File: src/rtl/msk_pkg.sv
// Shared types and defaults for the MSK bit decider back-end.
package msk_pkg;

  typedef enum logic {
    BR_I = 1'b0,
    BR_Q = 1'b1
  } branch_e;

  localparam int DEF_SPB      = 32;
  localparam int DEF_TOL      = 2;
  localparam int DEF_LOCK_CNT = 16;
  localparam int SOFT_W       = 8;

endpackage

File: src/rtl/msk_lock_det.sv
// Strobe timing supervisor: interval measurement, good-interval counting,
// timeout detection and the locked flag.
module msk_lock_det
  import msk_pkg::*;
#(
  parameter int SPB      = DEF_SPB,
  parameter int TOL      = DEF_TOL,
  parameter int LOCK_CNT = DEF_LOCK_CNT
) (
  input  logic clk,
  input  logic reset_n,
  input  logic i_strobe,
  output logic o_locked,
  output logic o_timing_err
);

  localparam int CW = $clog2(2 * SPB + 1);
  localparam int GW = $clog2(LOCK_CNT + 1);
  localparam logic [CW-1:0] CNT_MAX  = CW'(2 * SPB);
  localparam logic [CW-1:0] CNT_ONE  = CW'(1);
  localparam logic [CW-1:0] WIN_LO   = CW'(SPB - TOL);
  localparam logic [CW-1:0] WIN_HI   = CW'(SPB + TOL);
  localparam logic [GW-1:0] GOOD_MAX = GW'(LOCK_CNT);
  localparam logic [GW-1:0] GOOD_ONE = GW'(1);

  logic [CW-1:0] r_cnt, w_cnt_nxt;
  logic [GW-1:0] r_good, w_good_nxt;
  logic          r_started, w_started_nxt;
  logic          r_to_done, w_to_done_nxt;
  logic          w_in_win;
  logic          w_err;

  // The first strobe after reset only arms the counter; timeout fires once per gap.
  always_comb begin
    w_cnt_nxt     = r_cnt;
    w_good_nxt    = r_good;
    w_started_nxt = r_started;
    w_to_done_nxt = r_to_done;
    w_err         = 1'b0;
    w_in_win      = (r_cnt >= WIN_LO) && (r_cnt <= WIN_HI);
    if (i_strobe) begin
      w_cnt_nxt     = CNT_ONE;
      w_started_nxt = 1'b1;
      w_to_done_nxt = 1'b0;
      if (!r_started) begin
        w_good_nxt = r_good;
      end else if (w_in_win) begin
        w_good_nxt = (r_good == GOOD_MAX) ? r_good : r_good + GOOD_ONE;
      end else begin
        w_good_nxt = '0;
        w_err      = 1'b1;
      end
    end else if (r_cnt != CNT_MAX) begin
      w_cnt_nxt = r_cnt + CNT_ONE;
    end else if (r_started && !r_to_done) begin
      w_good_nxt    = '0;
      w_to_done_nxt = 1'b1;
      w_err         = 1'b1;
    end else begin
      w_cnt_nxt = r_cnt;
    end
  end

  assign o_timing_err = w_err;

  always_ff @(posedge clk or negedge reset_n) begin
    if (!reset_n) begin
      r_cnt     <= '0;
      r_good    <= '0;
      r_started <= 1'b0;
      r_to_done <= 1'b0;
      o_locked  <= 1'b0;
    end else begin
      r_cnt     <= w_cnt_nxt;
      r_good    <= w_good_nxt;
      r_started <= w_started_nxt;
      r_to_done <= w_to_done_nxt;
      o_locked  <= (w_good_nxt == GOOD_MAX);
    end
  end

endmodule

File: src/rtl/msk_bit_decider.sv
// MSK demodulator back-end: hard decisions, differential decode, bit clock, lock.
// Optional soft-decision output enabled by defining MSK_SOFT_OUT_EN.
module msk_bit_decider
  import msk_pkg::*;
#(
  parameter int DW       = 26,
  parameter int SPB      = DEF_SPB,
  parameter int TOL      = DEF_TOL,
  parameter int LOCK_CNT = DEF_LOCK_CNT,
  parameter int DIFF_DEC = 1
) (
  input  logic                 clk,
  input  logic                 reset_n,
  input  logic signed [DW-1:0] it,
  input  logic signed [DW-1:0] qt,
  input  logic                 isync,
  input  logic                 qsync,
  output logic                 dout,
  output logic                 dout_valid,
  output logic                 bit_sync,
  output logic                 locked,
  output logic                 sync_err
`ifdef MSK_SOFT_OUT_EN
  ,
  output logic signed [SOFT_W-1:0] soft_out
`endif
);

  localparam int HALF = SPB / 2;
  localparam int BW   = $clog2(HALF + 1);
  localparam logic signed [DW-1:0] ZERO = '0;
  localparam logic [BW-1:0] BS_LOAD = BW'(HALF - 1);
  localparam logic [BW-1:0] BS_ONE  = BW'(1);

  logic                 w_strobe;
  logic                 w_dual;
  logic                 w_branch_err;
  logic                 w_timing_err;
  logic                 w_dec;
  branch_e              w_branch;
  branch_e              r_last_branch;
  logic signed [DW-1:0] w_sample;
  logic                 r_s1_valid;
  logic                 r_raw;
  logic                 r_prev;
  logic [BW-1:0]        r_bs_cnt;

  // I wins when both strobes coincide; Q is dropped and flagged.
  always_comb begin
    w_strobe = isync | qsync;
    w_dual   = isync & qsync;
    if (isync) begin
      w_branch = BR_I;
      w_sample = it;
    end else begin
      w_branch = BR_Q;
      w_sample = qt;
    end
    w_branch_err = w_strobe & (w_dual | (w_branch == r_last_branch));
    w_dec        = (DIFF_DEC != 0) ? (r_raw ^ r_prev) : r_raw;
  end

  msk_lock_det #(
    .SPB      (SPB),
    .TOL      (TOL),
    .LOCK_CNT (LOCK_CNT)
  ) u_lock_det (
    .clk          (clk),
    .reset_n      (reset_n),
    .i_strobe     (w_strobe),
    .o_locked     (locked),
    .o_timing_err (w_timing_err)
  );

  always_ff @(posedge clk or negedge reset_n) begin
    if (!reset_n) begin
      r_s1_valid    <= 1'b0;
      r_raw         <= 1'b0;
      r_last_branch <= BR_Q;
      sync_err      <= 1'b0;
    end else begin
      r_s1_valid <= w_strobe;
      sync_err   <= w_branch_err | w_timing_err;
      if (w_strobe) begin
        r_raw         <= (w_sample >= ZERO);
        r_last_branch <= w_branch;
      end
    end
  end

  always_ff @(posedge clk or negedge reset_n) begin
    if (!reset_n) begin
      dout       <= 1'b0;
      dout_valid <= 1'b0;
      r_prev     <= 1'b0;
    end else begin
      dout_valid <= r_s1_valid;
      if (r_s1_valid) begin
        dout   <= w_dec;
        r_prev <= r_raw;
      end
    end
  end

  // Bit clock: high for HALF cycles from each dout_valid, restarted by a new one.
  always_ff @(posedge clk or negedge reset_n) begin
    if (!reset_n) begin
      bit_sync <= 1'b0;
      r_bs_cnt <= '0;
    end else if (r_s1_valid) begin
      bit_sync <= 1'b1;
      r_bs_cnt <= BS_LOAD;
    end else if (r_bs_cnt != '0) begin
      bit_sync <= 1'b1;
      r_bs_cnt <= r_bs_cnt - BS_ONE;
    end else begin
      bit_sync <= 1'b0;
    end
  end

`ifdef MSK_SOFT_OUT_EN
  logic signed [SOFT_W-1:0] r_soft;

  always_ff @(posedge clk or negedge reset_n) begin
    if (!reset_n) begin
      r_soft   <= '0;
      soft_out <= '0;
    end else begin
      if (w_strobe) begin
        r_soft <= w_sample[DW-1 -: SOFT_W];
      end
      if (r_s1_valid) begin
        soft_out <= r_soft;
      end
    end
  end
`endif

endmodule

File: config.mk
export PLATFORM = sky130hd
export DESIGN_NAME = msk_bit_decider
export DESIGN_NICKNAME = d
export VERILOG_FILES = /design/src/rtl/msk_pkg.sv /design/src/rtl/msk_lock_det.sv /design/src/rtl/msk_bit_decider.sv
export SDC_FILE = /design/constraint.sdc
export NUM_CORES = 1
export LEC_CHECK = 0
export ABC_AREA = 1
export CAP_MARGIN = 0
export CORE_AREA = 2 2 65 67
export CTS_BUF_LIST = sky130_fd_sc_hd__clkbuf_8
export CTS_CLUSTER_SIZE = 20
export DETAILED_ROUTE_END_ITERATION = 10
export DIE_AREA = 0 0 67 69
export PLACE_DENSITY = 0.8
export SYNTH_ARGS = -nofsm -noshare
export SYNTH_HDL_FRONTEND = slang
export SYNTH_HIERARCHICAL = 1
export SYNTH_SLANG_ARGS = --single-unit
export TNS_END_PERCENT = 1
File: constraint.sdc
create_clock -name clk -period 1.5 [get_ports clk]
set_input_delay 0.3 -clock clk [delete_from_list [all_inputs] [get_ports clk]]
set_output_delay 0.3 -clock clk [all_outputs]
set_load 0.01 [all_outputs]
## Yosys cells after proc, flatten, opt, wreduce, memory -nomap -nowiden

Index checks and enable logic that the tools add are counted.

| storage, ports and cells | value |
|---|---|
| register bits after elaboration | 28 |
| output and inout bits | 5 |
| bits of input ports | 56 |

| operators by class | value |
|---|---|
| reduce and logical (&&, ||, !) cells | 8 |
| bitwise operators | 6 |
| order comparisons | 3 |
| eq/ne operators | 5 |
| muxes and demuxes | 22 |
| add/sub/neg operators | 3 |

Operators by type and width:

| operator | count |
|---|---|
| two-way mux 5 bit | 8 |
| greater-or-equal comparator 26 x 1 -> 1 bit, second input constant | 1 |
| two-way mux 26 bit | 1 |
| two-way mux 7 bit | 2 |
| two-way mux 1 bit | 11 |
| == test 5 bit, second input constant | 2 |
| adder 7 x 1 -> 7 bit, second input constant | 1 |
| greater-or-equal comparator 7 x 5 -> 1 bit, second input constant | 1 |
| less-or-equal comparator 7 x 6 -> 1 bit, second input constant | 1 |
| != test 7 bit, second input constant | 1 |
| nonzero test 2 bit | 3 |
| adder 5 x 1 -> 5 bit, second input constant | 1 |
| nonzero test 5 bit | 1 |
| subtractor 5 x 1 -> 5 bit, second input constant | 1 |
| OR 1 bit | 3 |
| AND 1 bit | 2 |
| logical AND 1 bit | 2 |
| != test 2 bit, second input constant | 1 |
| AND reduction 2 bit | 1 |
| == test 1 bit | 1 |
| logical NOT 1 bit | 1 |
| XOR 1 bit | 1 |

## Logic depth before layout (Yosys ltp)

| depth | value |
|---|---|
| depth in word-level cells | 6 |
| mapped depth | 12 |
| gate-level depth less buffers | 12 |

## By module

The synthesis kept the hierarchy.

Modules (own cells, without submodules):

| module | sequential area each (µm²) | cells each | times used | area each (µm²) |
|---|---|---|---|---|
| msk_lock_det | 375.4 | 138 | 1 | 1,022.2 |
| msk_bit_decider | 326.6 | 56 | 1 | 536.8 |

## Least setup slack after synthesis

OpenSTA, ideal clock, no wires.

| path | value |
|---|---|
| path kind | flip-flop to flip-flop |
| start | reg u_lock_det.r_cnt[0] |
| end | reg sync_err |
| clock period less this slack | 1.393 ns |
| library setup time | 0.128 ns |
| arrival time | 1.266 ns |
| setup slack | 0.107 ns |
| path buffers | 0 |
| cell stages (with the launch flop) | 12 |
| cell sequence | dfrtp_1 -> inv_1 -> ha_1 -> nor2_1 -> nor2_1 -> nand2_1 -> nand2_2 -> nand2_1 -> nand2_1 -> o21ai_0 -> a21oi_1 -> o21ai_0 |

| on the way | value |
|---|---|
| longest elaborated chain between the ends | 6 |
| elaborated cells on any way between the ends | 9 |
| classes of those cells | order compare: 2; eq/ne: 1; mux: 4; bitwise: 1; reduce/logical: 1 |

Ends and longest elaborated chain:

| item | RTL line | RTL |
|---|---|---|
| start, declared | msk_lock_det.sv:26 | `logic [CW-1:0] r_cnt, w_cnt_nxt;` |
| start signal, assigned | msk_lock_det.sv:74 | `r_cnt <= w_cnt_nxt;` |
| greater-or-equal comparator 7 x 5 -> 1 bit / less-or-equal comparator 7 x 6 -> 1 bit (equally long branches) | msk_lock_det.sv:40 | `w_in_win = (r_cnt >= WIN_LO) && (r_cnt <= WIN_HI);` |
| logical AND 1 bit | msk_lock_det.sv:40 |  |
| two-way mux 1 bit | msk_lock_det.sv:47 | `end else if (w_in_win) begin` |
| two-way mux 1 bit | msk_lock_det.sv:45 | `if (!r_started) begin` |
| two-way mux 1 bit * | msk_lock_det.sv:41 | `if (i_strobe) begin` |
| via w_timing_err | msk_bit_decider.sv:38 | `logic w_timing_err;` |
| OR 1 bit * | msk_bit_decider.sv:83 | `sync_err <= w_branch_err \| w_timing_err;` |
| end signal, assigned | msk_bit_decider.sv:83 |  |
| end, declared | msk_bit_decider.sv:22 | `output logic sync_err` |

The timed path passes the listed nets; every way through them passes the cells marked *.
A chain may end at the register's enable or synchronous reset.

## Final worst setup path

| path | value |
|---|---|
| start | reg u_lock_det.r_cnt[0] |
| end | reg u_lock_det.o_locked |

| on the way | value |
|---|---|
| longest elaborated chain between the ends | 6 |
| elaborated cells on any way between the ends | 9 |
| classes of those cells | order compare: 2; eq/ne: 2; mux: 4; reduce/logical: 1 |

Ends and longest elaborated chain:

| item | RTL line | RTL |
|---|---|---|
| greater-or-equal comparator 7 x 5 -> 1 bit / less-or-equal comparator 7 x 6 -> 1 bit (equally long branches) | msk_lock_det.sv:40 |  |
| logical AND 1 bit | msk_lock_det.sv:40 |  |
| two-way mux 5 bit | msk_lock_det.sv:47 |  |
| two-way mux 5 bit | msk_lock_det.sv:45 |  |
| two-way mux 5 bit * | msk_lock_det.sv:41 |  |
| via u_lock_det.w_good_nxt[4] | msk_lock_det.sv:27 | `logic [GW-1:0] r_good, w_good_nxt;` |
| == test 5 bit * | msk_lock_det.sv:78 | `o_locked <= (w_good_nxt == GOOD_MAX);` |
| end signal, assigned | msk_lock_det.sv:78 |  |
| end, declared | msk_lock_det.sv:13 | `output logic o_locked,` |

Marked as above.

==> results.toml <==
[power_and_ir_drop]
power.density_nw_per_um2 = 891
vdd_drop_max_v = 0.000381
p_leak_nw = 0.947

[floorplanning]
io_pins = 61
fp.dieH_um = 69
core_area_um2 = 3910
std_cell_rows = 23
die_area_um2 = 4620
die_w_um = 67
start_util_pct = 39.8

[clocking]
cts_sinks = 28
numCtsBuffers = 3
htreeDepth = 1
clkTransAtPathRegs_ns = 0.10
root_buffer = "clkbuf_8"
cts_tree = "done"
cts.path.max_buffers = 2
clkLatencyLatePin_ns = 0.27

[min_path]
hold_class = "in2async"

[cells_and_area]
nFillCells = 365
largest_register = "u_lock_det/r_cnt"
drive_gt1_share_pct = 24.1
biggestRegsByFlops = "u_lock_det/r_cnt (7), r_bs_cnt (5), u_lock_det/r_good (5)"
stdcell_area_um2 = 1950
area_delta_synth_final_pct = 25.0
insertedDiodeCount = 0
nets = 287
largest_reg_flops = 7

[yosys]
yosys_warnings = 6
postSynthCellCount = 194
syn_area_per_cell_um2 = 8.04
yosysSeqAreaShare_pct = 45.0
ys_types = 29
synth.ff_latch_count = 28
netlist_area_um2 = 1560
synth_fp_nets = 256

[sta]
finalWorstPathRequiredPeriod_ns = 1.52
drv_slew = 0
hold_viol_final = 0
skew_ns = 0.00651
relSlewSlack_pct = 81.8
setup_slack_ns = -0.0176
fin_crit_sh_pct = 101
fmax_mhz = 659
tightest_slew_ns = 0.273
rsz0062_at_grt = "true"
setup_viol = 1

[run_status]
status = "complete, but fails checks"
violations = "negative setup slack"

[routing]
viasPerCell = 4.71
finalWirelength_mm = 2.94
drc = 0
drt_iter0_drc = 141
drtPass1Iterations = 4
ant_nets = 0
routed-via-count = 1290
wl_per_cell_um = 10.7

[placed_design]
dp_hpwl_mm = 2.16
dpl_cell_area_um2 = 1830
pre_cts_slack_ns = -0.269
gp_congestion = 0.848
port_buffers = 10

[grt]
gr-total-overflow = 0
grt_antenna_before_repair = 0
track_usage_pct = 13.6
grt_pass1_wl_mm = 4.92
grt_max_degree = 29
grt_pass1_vias = 1171

[setup_path]
crit_type = "reg2reg"
crit_chain = "inv_2, ha_1, nor2_1, nor2_1, nand2_1, nand2_2, buf_4, nand3_2, a21oi_4, nand3_2, nor2_1"
slowest_delay_ns = 0.40
critPathSlowestCell = "dfrtp_1"
crit_top_cell = "nor2_1"
crit_buf_inv = 2
cp_max_fo = 3
reg2reg_from = "u_lock_det/r_cnt[0]$_DFFE_PN0P_"
end_kind = "register"
r2r_slack_ns = -0.02
arrival_ns = 1.72
startpoint_type = "register"
r2r-end = "u_lock_det/o_locked$_DFF_PN0_"
required_ns = 1.71
r2r_cells = 11
cpLargestDelayFamily = "simple AND/OR/NAND/NOR gates"

[run]
drv_cap = 0
[worst max-delay path by stage]
| stage | from | depth (start not counted) | end |
|---|---|---|---|
| global placement | qsync | 10 | u_lock_det/o_locked$_DFF_PN0_ |
| floorplan | u_lock_det/r_cnt[0]$_DFFE_PN0P_ | 11 | sync_err$_DFF_PN0_ |
| detailed placement | qsync | 10 | u_lock_det/o_locked$_DFF_PN0_ |
| finish | u_lock_det/r_cnt[0]$_DFFE_PN0P_ | 11 | u_lock_det/o_locked$_DFF_PN0_ |
| global route | u_lock_det/r_cnt[0]$_DFFE_PN0P_ | 11 | u_lock_det/o_locked$_DFF_PN0_ |
| CTS | u_lock_det/r_good[1]$_DFF_PN0_ | 12 | u_lock_det/o_locked$_DFF_PN0_ |
[power by group]
part	switching, mW	internal (mW)
clock network	0.228	0.357
registers	0.0307	0.799
logic	0.157	0.165
total	0.416	1.32
[placed cells by master (no fill, tap or decap), types with 2 or more instances in the layout]
master	n
o21ai_1	3
nor2_1	11
dfrtp_1	27
nand4_1	5
ha_1	6
inv_2	4
inv_1	27
nand2_1	46
a21oi_1	6
buf_4	19
clkbuf_8	3
nor3_1	4
o21ai_0	7
clkdlybuf4s50_1	9
nand2_2	7
o211ai_1	2
nand3_1	11
nand3_2	5
nor2_2	8
[metal layers]
metal	GRT usage, %	share of wire (%)
met4	5.44	1.1
met1	18.2	47
met5	0	0
met3	2.45	4.2
met2	21.3	47
[cell usage after synthesis]
cell / number / area, um2
dfrtp_1: 27 / 676
nand4_1: 5 / 31.3
buf_6: 1 / 11.3
o21ai_1: 1 / 5.00
nor2_1: 13 / 48.8
inv_1: 29 / 109
a21oi_1: 6 / 30.0
nor4_1: 1 / 6.26
nor3_1: 5 / 25.0
nand2_2: 4 / 25.0
o21ai_0: 9 / 45.0
nand2_4: 1 / 11.3
dfstp_2: 1 / 26.3
buf_4: 2 / 15.0
a31oi_1: 1 / 6.26
o211ai_1: 2 / 15.0
ha_1: 6 / 75.1
nor2_2: 6 / 37.5
nand3_1: 12 / 60.1
nand3_2: 4 / 40.0
inv_2: 2 / 7.51
a21oi_4: 1 / 16.3
buf_2: 1 / 5.00
nand2_1: 49 / 184
xnor2_1: 1 / 8.76
a21boi_2: 1 / 11.3
xor2_1: 1 / 8.76
nand3b_1: 1 / 7.51
nor2_4: 1 / 11.3
[per-stage QoR]
step                setup TNS [ns]  hold slack (ns)  std cells  utilization, %  total power, mW
floorplan                        0          0.00441        194               -            0.980
global route                -0.200            0.379        274            49.8             1.83
global placement             -1.54            0.470        267            46.8             1.12
CTS                              0            0.385        273            49.0             1.76
detailed placement           -1.70            0.472        267            46.8             1.14
finish                     -0.0176            0.380        274            49.8             1.74
[timing repair]
item,in CTS,in global routing
buffers inserted,2,1
setup endpoints to repair,2,7
gates cloned,0,0
gates resized for setup,2,10
pin swaps,2,2
endpoints found under the hold margin,0,0
hold buffers,0,0
[worst reg2reg max path, stage by stage (launching register included)]
cell,delay (ns)
dfrtp_1,0.40
inv_2,0.07
ha_1,0.15
nor2_1,0.04
nor2_1,0.08
nand2_1,0.08
nand2_2,0.10
buf_4,0.13
nand3_2,0.07
a21oi_4,0.15
nand3_2,0.09
nor2_1,0.09
[cells by family (layout without fill, tap and decap cells)]
| kind of cell | after synthesis | count (layout) | synth area share (%) |
|---|---|---|---|
| AND/OR/NAND/NOR | 102 | 102 | 31.3 |
| buffers and inverters | 35 | 65 | 9.47 |
| flip-flops | 28 | 28 | 45.0 |
| AO/OA/AOI/OAI | 21 | 21 | 8.27 |
| adder cells (fa/ha/maj) | 6 | 6 | 4.82 |
| XOR/XNOR | 2 | 2 | 1.12 |
[layout make-up]
cell class / instances / area (um2) / area share [%]
clock buffer: 3 / 41.3 / 2.12
multi-input combinational: 131 / 732 / 37.5
timing repair buffer: 30 / 265 / 13.6
clock inverter: 1 / 30.0 / 1.54
inverter: 31 / 116 / 5.97
tap: 50 / 62.6 / 3.21
sequential: 28 / 702 / 36.0
No activity file was read; power rests on OpenSTA's default activity.
